**config.mk**
```make
export PLATFORM = sky130hd
export DESIGN_NAME = lsu_ctrl
export DESIGN_NICKNAME = d
export VERILOG_FILES = /design/src/rtl/lsu_ctrl.sv
export SDC_FILE = /design/constraint.sdc
export NUM_CORES = 1
export LEC_CHECK = 0
export CORE_MARGIN = 2
export CORE_UTILIZATION = 41
export DETAILED_ROUTE_END_ITERATION = 12
export PLACE_DENSITY = 0.75
export SLEW_MARGIN = 5
export SYNTH_ARGS = -nofsm -noshare
export SYNTH_HDL_FRONTEND = slang
export SYNTH_SLANG_ARGS = --single-unit
```
**constraint.sdc**
```tcl
create_clock -name clk_i -period 1.83 [get_ports clk_i]
set_clock_uncertainty 0.1 [all_clocks]
set_input_delay 0.2745 -clock clk_i [delete_from_list [all_inputs] [get_ports clk_i]]
set_output_delay 0.2745 -clock clk_i [all_outputs]
set_load 0.01 [all_outputs]
```
**src/rtl/lsu_ctrl.sv**
```systemverilog
// Load/store sequencer: decodes width/alignment, runs a req/ack memory
// transaction with byte lanes, stalls the core and formats load data.
module lsu_ctrl #(
  parameter int unsigned TIMEOUT = 255
) (
  input  logic        clk_i,
  input  logic        rst_ni,
  input  logic        rd_en_i,
  input  logic        wr_en_i,
  input  logic [2:0]  func3_i,
  input  logic [31:0] addr_i,
  input  logic [31:0] wdata_i,
  output logic        stall_o,
  output logic        done_o,
  output logic [1:0]  err_o,
  output logic [31:0] rdata_o,
  output logic        mem_req_o,
  output logic        mem_we_o,
  output logic [31:0] mem_addr_o,
  output logic [3:0]  mem_be_o,
  output logic [31:0] mem_wdata_o,
  input  logic        mem_ack_i,
  input  logic [31:0] mem_rdata_i
);

  localparam int unsigned   CW     = $clog2(TIMEOUT + 1);
  localparam logic [CW-1:0] TO_VAL = CW'(TIMEOUT);

  typedef enum logic [1:0] {
    ST_IDLE = 2'd0,
    ST_REQ  = 2'd1,
    ST_DONE = 2'd2
  } state_e;

  state_e        state_q, state_d;
  logic [CW-1:0] cnt_q, cnt_d, cnt_inc;
  logic [1:0]    err_q, err_d;
  logic [31:0]   rdata_q, rdata_d;

  logic          mem_we_q;
  logic [31:0]   mem_addr_q;
  logic [3:0]    mem_be_q;
  logic [31:0]   mem_wdata_q;
  logic [1:0]    off_q;
  logic [2:0]    func3_q;

  logic          mem_op, illegal, misaligned, issue;
  logic [3:0]    be_calc;
  logic [31:0]   wdata_calc;

  // Instruction decode; misalignment is only meaningful once legality passes.
  always_comb begin
    mem_op     = rd_en_i | wr_en_i;
    illegal    = (rd_en_i & wr_en_i)
               | (rd_en_i & ((func3_i == 3'b011) | (func3_i[2:1] == 2'b11)))
               | (wr_en_i & (func3_i >= 3'b011));
    misaligned = ~illegal
               & (((func3_i[1:0] == 2'b01) & addr_i[0])
               |  ((func3_i[1:0] == 2'b10) & (addr_i[1:0] != 2'b00)));
    issue      = mem_op & ~illegal & ~misaligned;

    case (func3_i[1:0])
      2'b00:   be_calc = 4'b0001 << addr_i[1:0];
      2'b01:   be_calc = addr_i[1] ? 4'b1100 : 4'b0011;
      default: be_calc = 4'b1111;
    endcase

    case (func3_i[1:0])
      2'b00:   wdata_calc = {4{wdata_i[7:0]}};
      2'b01:   wdata_calc = {2{wdata_i[15:0]}};
      default: wdata_calc = wdata_i;
    endcase
  end

  // Lane extraction of the returned word, selected by the captured offset.
  logic [7:0]  lane_b [4];
  logic [7:0]  byte_sel;
  logic [15:0] half_sel;
  logic [31:0] load_fmt;

  genvar gi;
  generate
    for (gi = 0; gi < 4; gi++) begin : g_lane
      assign lane_b[gi] = mem_rdata_i[8*gi +: 8];
    end
  endgenerate

  always_comb begin
    byte_sel = lane_b[off_q];
    half_sel = off_q[1] ? mem_rdata_i[31:16] : mem_rdata_i[15:0];
    case (func3_q)
      3'b000:  load_fmt = {{24{byte_sel[7]}}, byte_sel};
      3'b100:  load_fmt = {24'h0, byte_sel};
      3'b001:  load_fmt = {{16{half_sel[15]}}, half_sel};
      3'b101:  load_fmt = {16'h0, half_sel};
      default: load_fmt = mem_rdata_i;
    endcase
  end

  always_comb begin
    state_d   = state_q;
    cnt_d     = cnt_q;
    err_d     = err_q;
    rdata_d   = rdata_q;
    stall_o   = 1'b0;
    done_o    = 1'b0;
    err_o     = 2'b00;
    rdata_o   = 32'h0;
    mem_req_o = 1'b0;
    cnt_inc   = (cnt_q == TO_VAL) ? cnt_q : cnt_q + CW'(1);

    case (state_q)
      ST_IDLE: begin
        if (issue) begin
          stall_o = 1'b1;
          cnt_d   = '0;
          state_d = ST_REQ;
        end else if (mem_op) begin
          done_o = 1'b1;
          err_o  = illegal ? 2'b10 : 2'b01;
        end
      end
      ST_REQ: begin
        mem_req_o = 1'b1;
        stall_o   = 1'b1;
        // An ack on the expiry cycle still completes the access normally.
        if (mem_ack_i) begin
          state_d = ST_DONE;
          err_d   = 2'b00;
          rdata_d = mem_we_q ? 32'h0 : load_fmt;
        end else if (cnt_inc == TO_VAL) begin
          state_d = ST_DONE;
          err_d   = 2'b11;
          rdata_d = 32'h0;
        end else begin
          cnt_d = cnt_inc;
        end
      end
      ST_DONE: begin
        done_o  = 1'b1;
        err_o   = err_q;
        rdata_o = rdata_q;
        state_d = ST_IDLE;
      end
      default: state_d = ST_IDLE;
    endcase
  end

  always_ff @(posedge clk_i or negedge rst_ni) begin
    if (!rst_ni) begin
      state_q     <= ST_IDLE;
      cnt_q       <= '0;
      err_q       <= 2'b00;
      rdata_q     <= 32'h0;
      mem_we_q    <= 1'b0;
      mem_addr_q  <= 32'h0;
      mem_be_q    <= 4'h0;
      mem_wdata_q <= 32'h0;
      off_q       <= 2'b00;
      func3_q     <= 3'b000;
    end else begin
      state_q <= state_d;
      cnt_q   <= cnt_d;
      err_q   <= err_d;
      rdata_q <= rdata_d;
      if ((state_q == ST_IDLE) && issue) begin
        mem_we_q    <= wr_en_i;
        mem_addr_q  <= {addr_i[31:2], 2'b00};
        mem_be_q    <= be_calc;
        mem_wdata_q <= wdata_calc;
        off_q       <= addr_i[1:0];
        func3_q     <= func3_i;
      end
    end
  end

  assign mem_we_o    = mem_we_q;
  assign mem_addr_o  = mem_addr_q;
  assign mem_be_o    = mem_be_q;
  assign mem_wdata_o = mem_wdata_q;

endmodule

```
==> flow_summary.ini, run 1 <==
[detailed_routing]
num_vias = 6287
dr.first_iter.drc_count = 521
wire_per_inst_um = 21.37
dr.pass1.iters = 4
ant_nets = 0
drt-vias-per-instance = 5.579
drcViolationCount = 0
drt_wl_total_mm = 24.09

[floorplanning]
die_h_um = 121.9
start_util_pct = 41.52
rows = 43
fp.dieW_um = 121.9
pin_count = 210
core_area_sq_um = 13720
die-area_sq_um = 14850

[placement]
placed_area_sq_um = 8433
io_buffers = 207
dpl.hpwl_mm = 13.39
dpl.cell_count = 1052
place.gp.congestion = 0.9107

[yosys]
syn_inst = 633
synth_area_sq_um = 5697
synth_mux_area_share_pct = 6.655
synth.ff_latch_count = 115
synth_cell_types = 50
synth-simple-area-share_pct = 20.95
synth_edf_count = 0
synth_top_area_share_pct = 50.52
synth_top_family_by_area = simple AND/OR/NAND/NOR gates
yosysTopAreaCell = dfrtp_1
synth_flop_cell = dfrtp_1
ys_seq_area_share_pct = 50.52
synth-adder-area-share_pct = 0.2196
async_flop_share_pct = 100.0
synth_compound_area_share_pct = 16.21
synth-xor-area-share_pct = 0.1537
yosysWarnings = 0
synth_area_leaders = dfrtp_1 (51%), nand2_1 (11%), mux2i_1 (5.3%)
syn_area_per_cell_sq_um = 9.000

[worst_hold_path]
hold_end = func3_q[2]$_DFFE_PN0P_
hp-class = in2reg
hold_path_depth = 4
worstHoldStart = func3_i[2]

[global_route]
antenna_found_initial = 2
grt_pass1_vias = 6228
grt_pass1_wl_mm = 31.93
grt_max_degree = 32
grt_overflow_total = 0
grt_usage_pct = 27.84

[worst_setup_path]
cpMostUsedCell = buf_6
cp_data_arrival_time_ns = 1.63
worstPathMaxFanout = 6
worstPathCellList = nor2b_4 > buf_12 > buf_6 > buf_6 > and2_1 > buf_2
cp_top_family = buffers and inverters
rrSetupSlack_ns = -0.15
end_kind = primary output
rr_worst_depth = 6
crit_buf_inv = 4
cp_data_required_time_ns = 1.46
r2r_end = rdata_q[30]$_DFFE_PN0P_
critPathSlowestCell = dfrtp_2
reg2reg_from = off_q[1]$_DFFE_PN0P_
criticalPathCategory = reg2out
start_kind = flop
slowest_delay_ns = 0.43

[outcome]
status = complete, but fails checks
violations = setup timing

[sta]
fmax_ghz = 0.4985
setup_slack_ns = -0.1762
hold_viol_final = 0
fin_crit_ns = 2.006
setup_violations = 109
hold_ws_ns = 0.07856
rsz0062_at_grt = true
finalMaxSlewViolations = 0
worst_pin_slew_ns = 0.5100
max_slew_margin_pct = 66.00
period_share_pct = 109.6

[cells_and_area]
syn_to_final_growth_pct = 82.98
post-route-cell-area_sq_um = 10420
nFillCells = 870
most-common-layout-cells = clkdlybuf4s50_1 (158), dfrtp_1 (113), nand2_1 (103)
final_common_cell = clkdlybuf4s50_1
nets = 1040
layout-drive-gt1-share_pct = 37.00
finalNonFillerCells = 1127

[clock_tree]
path_clk_slew_ns = 0.05
clk_latency_ns = 0.43
root_buffer = clkbuf_16
clk_path_buf_depth = 2
cts_tree = yes
clock_sinks = 115
htreeDepth = 4
numCtsBuffers = 17

[pwr]
power_leakage_nw = 4.866
irDropWorstVdd_mv = 0.8969
power.density_nw_per_um2 = 1248

[flow_run]
max_cap_viol_count = 0
worst reg2reg max path, cell delays in order, from the launching register on:
cell,delay [ns]
dfrtp_1,0.37
mux4_2,0.53
a21o_1,0.24
a21oi_4,0.17
a211oi_4,0.07
buf_12,0.16
a22o_1,0.22
area by class of cell:
cell class              count  area (sq um)  area share, %
multi-input cells         456          3268          31.35
clock inverters             5         27.53         0.2641
well taps                 180         225.2          2.161
clock buffers              25         495.5          4.753
inverters                  25         113.9          1.092
repair buffers            320          3411          32.72
diodes                      1         2.502        0.02401
flip-flops and latches    115          2880          27.63
per-stage QoR:
| stage | utilization (%) | setup TNS, ns | setup slack [ns] | power (mW) |
|---|---|---|---|---|
| floorplan | - | -11.22 | -0.1629 | 6.055 |
| global placement | 61.47 | -66.08 | -0.7577 | 8.347 |
| detailed placement | 61.47 | -71.87 | -0.7827 | 8.515 |
| CTS | 68.55 | -6.457 | -0.1467 | 11.87 |
| global route | 75.98 | -13.61 | -0.2225 | 13.54 |
| finish | 75.98 | -9.275 | -0.1762 | 13.01 |
logic make-up (layout without fill, tap and decap cells):
family / count (synthesis) / count (layout)
AND/OR/NAND/NOR: 277 / 279
AO/OA/AOI/OAI: 138 / 138
flip-flops: 115 / 115
buffers and inverters: 65 / 375
multiplexers: 35 / 35
adder cells (fa/ha/maj): 1 / 1
other: 1 / 3
XOR/XNOR: 1 / 1
registers in the layout (all words and copies together) (netlist names):
| name | flops |
|---|---|
| state_q | 2 |
| cnt_q | 8 |
| mem_addr_o | 30 |
| err_q | 1 |
| off_q | 2 |
| rdata_q | 32 |
| func3_q | 3 |
| mem_be_o | 4 |
| mem_we_o | 1 |
| mem_wdata_o | 32 |
metal layers:
metal / share of wire, % / GRT usage (%) / wire (um) / up-vias
li1: - / - / - / 2754
met5: 0.046 / 0 / 11 / -
met2: 52 / 47.38 / 12440 / 343
met3: 8.5 / 9.223 / 2055 / 88
met1: 36 / 32.11 / 8562 / 3100
met4: 4.2 / 11.78 / 1019 / 2
cell usage after synthesis, types with 3 or more instances:
cell        n
mux2_2      3
nand4_1     3
buf_6       4
clkinv_1    3
o221a_2     6
buf_2      13
a21o_1      8
nor3_1      8
nand2_1   174
inv_1      22
and2_1     24
a31oi_1     4
o21ai_0    52
mux2i_1    30
nand3_1     4
o22ai_1     3
a22o_1     18
a221oi_1    6
dfrtp_1   115
a21oi_1    24
nor2_1     37
clkbuf_1   19
or2_2       3
nand2b_1   16
how the worst max path moves through the flow:
| stage | from | slack, ns | cells past startpoint | to |
|---|---|---|---|---|
| final | state_q[0]$_DFFE_PN0P_ | -0.18 | 6 | rdata_o[27] |
| after global routing | state_q[1]$_DFFE_PN0P_ | -0.22 | 6 | rdata_o[27] |
| after CTS | off_q[1]$_DFFE_PN0P_ | -0.15 | 6 | rdata_q[30]$_DFFE_PN0P_ |
| after detailed placement | func3_i[0] | -0.78 | 8 | err_o[0] |
| after global placement | func3_i[0] | -0.76 | 7 | err_o[0] |
| after floorplan | func3_i[0] | -0.16 | 9 | mem_we_o$_DFFE_PN0P_ |
power by group:
| part | internal [mW] | switching, mW |
|---|---|---|
| registers | 3.54 | 0.828 |
| logic | 3.03 | 2.62 |
| clock network | 1.84 | 1.15 |
| total | 8.41 | 4.60 |
what timing repair did:
action | 4_1_cts | 5_1_grt
setup buffers | 13 | 10
gates resized for setup | 257 | 226
setup endpoints to repair | 150 | 146
pin swaps | 41 | 89
hold buffers | 1 | 0
endpoints found under the hold margin | 22 | 0
gates cloned | 11 | 11
Note: power is estimated with default switching activity, not from simulation.
==> run 2: changes to the inputs <==
==> constraint.sdc (replaced) <==
create_clock -name clk_i -period 1.83 [get_ports clk_i]
set_clock_uncertainty 0.1 [all_clocks]
set_input_delay 0.366 -clock clk_i [delete_from_list [all_inputs] [get_ports clk_i]]
set_output_delay 0.366 -clock clk_i [all_outputs]
set_load 0.01 [all_outputs]
==> flow_summary.ini, run 2 (synthesis results as in run 1) <==
[floorplanning]
fp.dieW_um = 121.9
die_h_um = 121.9
pin_count = 210
rows = 43
core_area_sq_um = 13720
die-area_sq_um = 14850
start_util_pct = 41.52

[clock_tree]
clock_sinks = 115
root_buffer = clkbuf_16
cts_tree = yes
numCtsBuffers = 17
clk_latency_ns = 0.41
clk_path_buf_depth = 2
path_clk_slew_ns = 0.05
htreeDepth = 4

[global_route]
grt_overflow_total = 0
grt_max_degree = 55
grt_usage_pct = 28.74
grt_pass1_wl_mm = 32.74
grt_pass1_vias = 6355
antenna_found_initial = 0

[placement]
place.gp.congestion = 0.8958
io_buffers = 207
dpl.hpwl_mm = 12.97

[detailed_routing]
dr.pass1.iters = 5
drt_wl_total_mm = 24.62
wire_per_inst_um = 21.74
num_vias = 6378
dr.first_iter.drc_count = 526
ant_nets = 0
drt-vias-per-instance = 5.634
drcViolationCount = 0

[sta]
period_share_pct = 112.3
setup_slack_ns = -0.2249
fmax_ghz = 0.4866
finalMaxSlewViolations = 0
tns_ns = -18.64
setup_violations = 146
rsz0062_at_grt = true
hold_viol_final = 0
fin_crit_ns = 2.055
hold_ws_ns = 0.1861

[worst_setup_path]
worstPathMaxFanout = 7
criticalPathCategory = reg2reg
start_kind = flop
end_kind = flop
cp_data_arrival_time_ns = 2.25
cp_data_required_time_ns = 2.03

[outcome]
violations = setup timing
status = complete, but fails checks

[pwr]
total_power_mw = 13.65
irDropWorstVdd_mv = 0.9723
power.density_nw_per_um2 = 1253
power_leakage_nw = 5.542

[cells_and_area]
final_common_cell = dfrtp_1
syn_to_final_growth_pct = 91.24
nets = 1044
most-common-layout-cells = dfrtp_1 (114), clkdlybuf4s50_1 (108), nand2_1 (92)
layout-drive-gt1-share_pct = 40.06
post-route-util_pct = 79.41

[flow_run]
max_cap_viol_count = 0

[worst_hold_path]
hp-class = in2reg
[run 2: cell types whose count changed in the layout (fill, tap and decap cells not counted), moves of 10 or more]
cell / delta
o21ai_2: +17
dlymetal6s2s_1: +39
clkdlybuf4s50_1: -50
o21ai_1: -15
nand2_4: +14
nand2_1: -11
dlygate4sd2_1: +10
[run 2: cell type report]
| cell class | instances | area, sq um |
|---|---|---|
| antenna | 1 | 2.502 |
| timing repair buffer | 325 | 3694 |
| inverter | 25 | 108.9 |
| multi-input combinational | 454 | 3357 |
| sequential | 115 | 2879 |
| clock inverter | 10 | 156.4 |
| tap | 180 | 225.2 |
| timing repair inverter | 1 | 11.26 |
| clock buffer | 21 | 460.4 |
| fill | 773 | 2825 |
[run 2: where the power goes]
group	switching (mW)	internal (mW)
clock network	1.19	2.33
registers	0.856	3.54
logic	2.68	3.05
[run 2: path summary, 6_finish.rpt]
check,to,from,cells after the start,slack [ns]
min in group asynchronous,rdata_q[1]$_DFFE_PN0P_,rst_ni,2,0.26
hold reg to reg,mem_wdata_o[6]$_DFFE_PN0P_,mem_wdata_o[6]$_DFFE_PN0P_,2,0.38
setup / recovery,rdata_q[29]$_DFFE_PN0P_,cnt_q[0]$_DFFE_PN0P_,7,-0.22
max in group asynchronous,mem_addr_o[21]$_DFFE_PN0P_,rst_ni,3,0.79
hold / removal,func3_q[2]$_DFFE_PN0P_,func3_i[2],4,0.19
setup reg to reg,rdata_q[29]$_DFFE_PN0P_,cnt_q[0]$_DFFE_PN0P_,7,-0.22
[run 2: what timing repair did]
item                                   4_1_cts  5_1_grt
gates resized for setup                    350      234
pin swaps                                   67      103
buffers inserted                            19        9
cloned                                      14       13
hold buffers                                 1        0
endpoints found under the hold margin       13        0
setup endpoints to repair                  154      168
[run 2: through the flow]
stage	cells	instance area, sq um	setup WS (ns)
5_1_grt	1131	10890	-0.2583
2_1_floorplan	634	5778	-0.2544
6_report	1132	10890	-0.2249
4_1_cts	1114	9832	-0.2064
3_5_place_dp	1050	8424	-0.9525
3_3_place_gp	1050	8424	-0.9178
[run 2: worst max-delay path, stage by stage, from the launching register on]
cell and delay [ns]:
dfrtp_2 0.42, ha_4 0.28, inv_2 0.03, a311oi_2 0.28, o211a_1 0.28, o21ai_4 0.14
buf_12 0.18, a22o_1 0.22
[run 2: metal layers]
layer | global-route usage (%) | share of wire (%) | vias to the layer above
li1 | - | - | 2762
met1 | 32.45 | 36 | 3157
met2 | 49.13 | 51 | 363
met3 | 9.551 | 8.5 | 96
met4 | 13.36 | 4.6 | 0
met5 | 0 | 0 | -
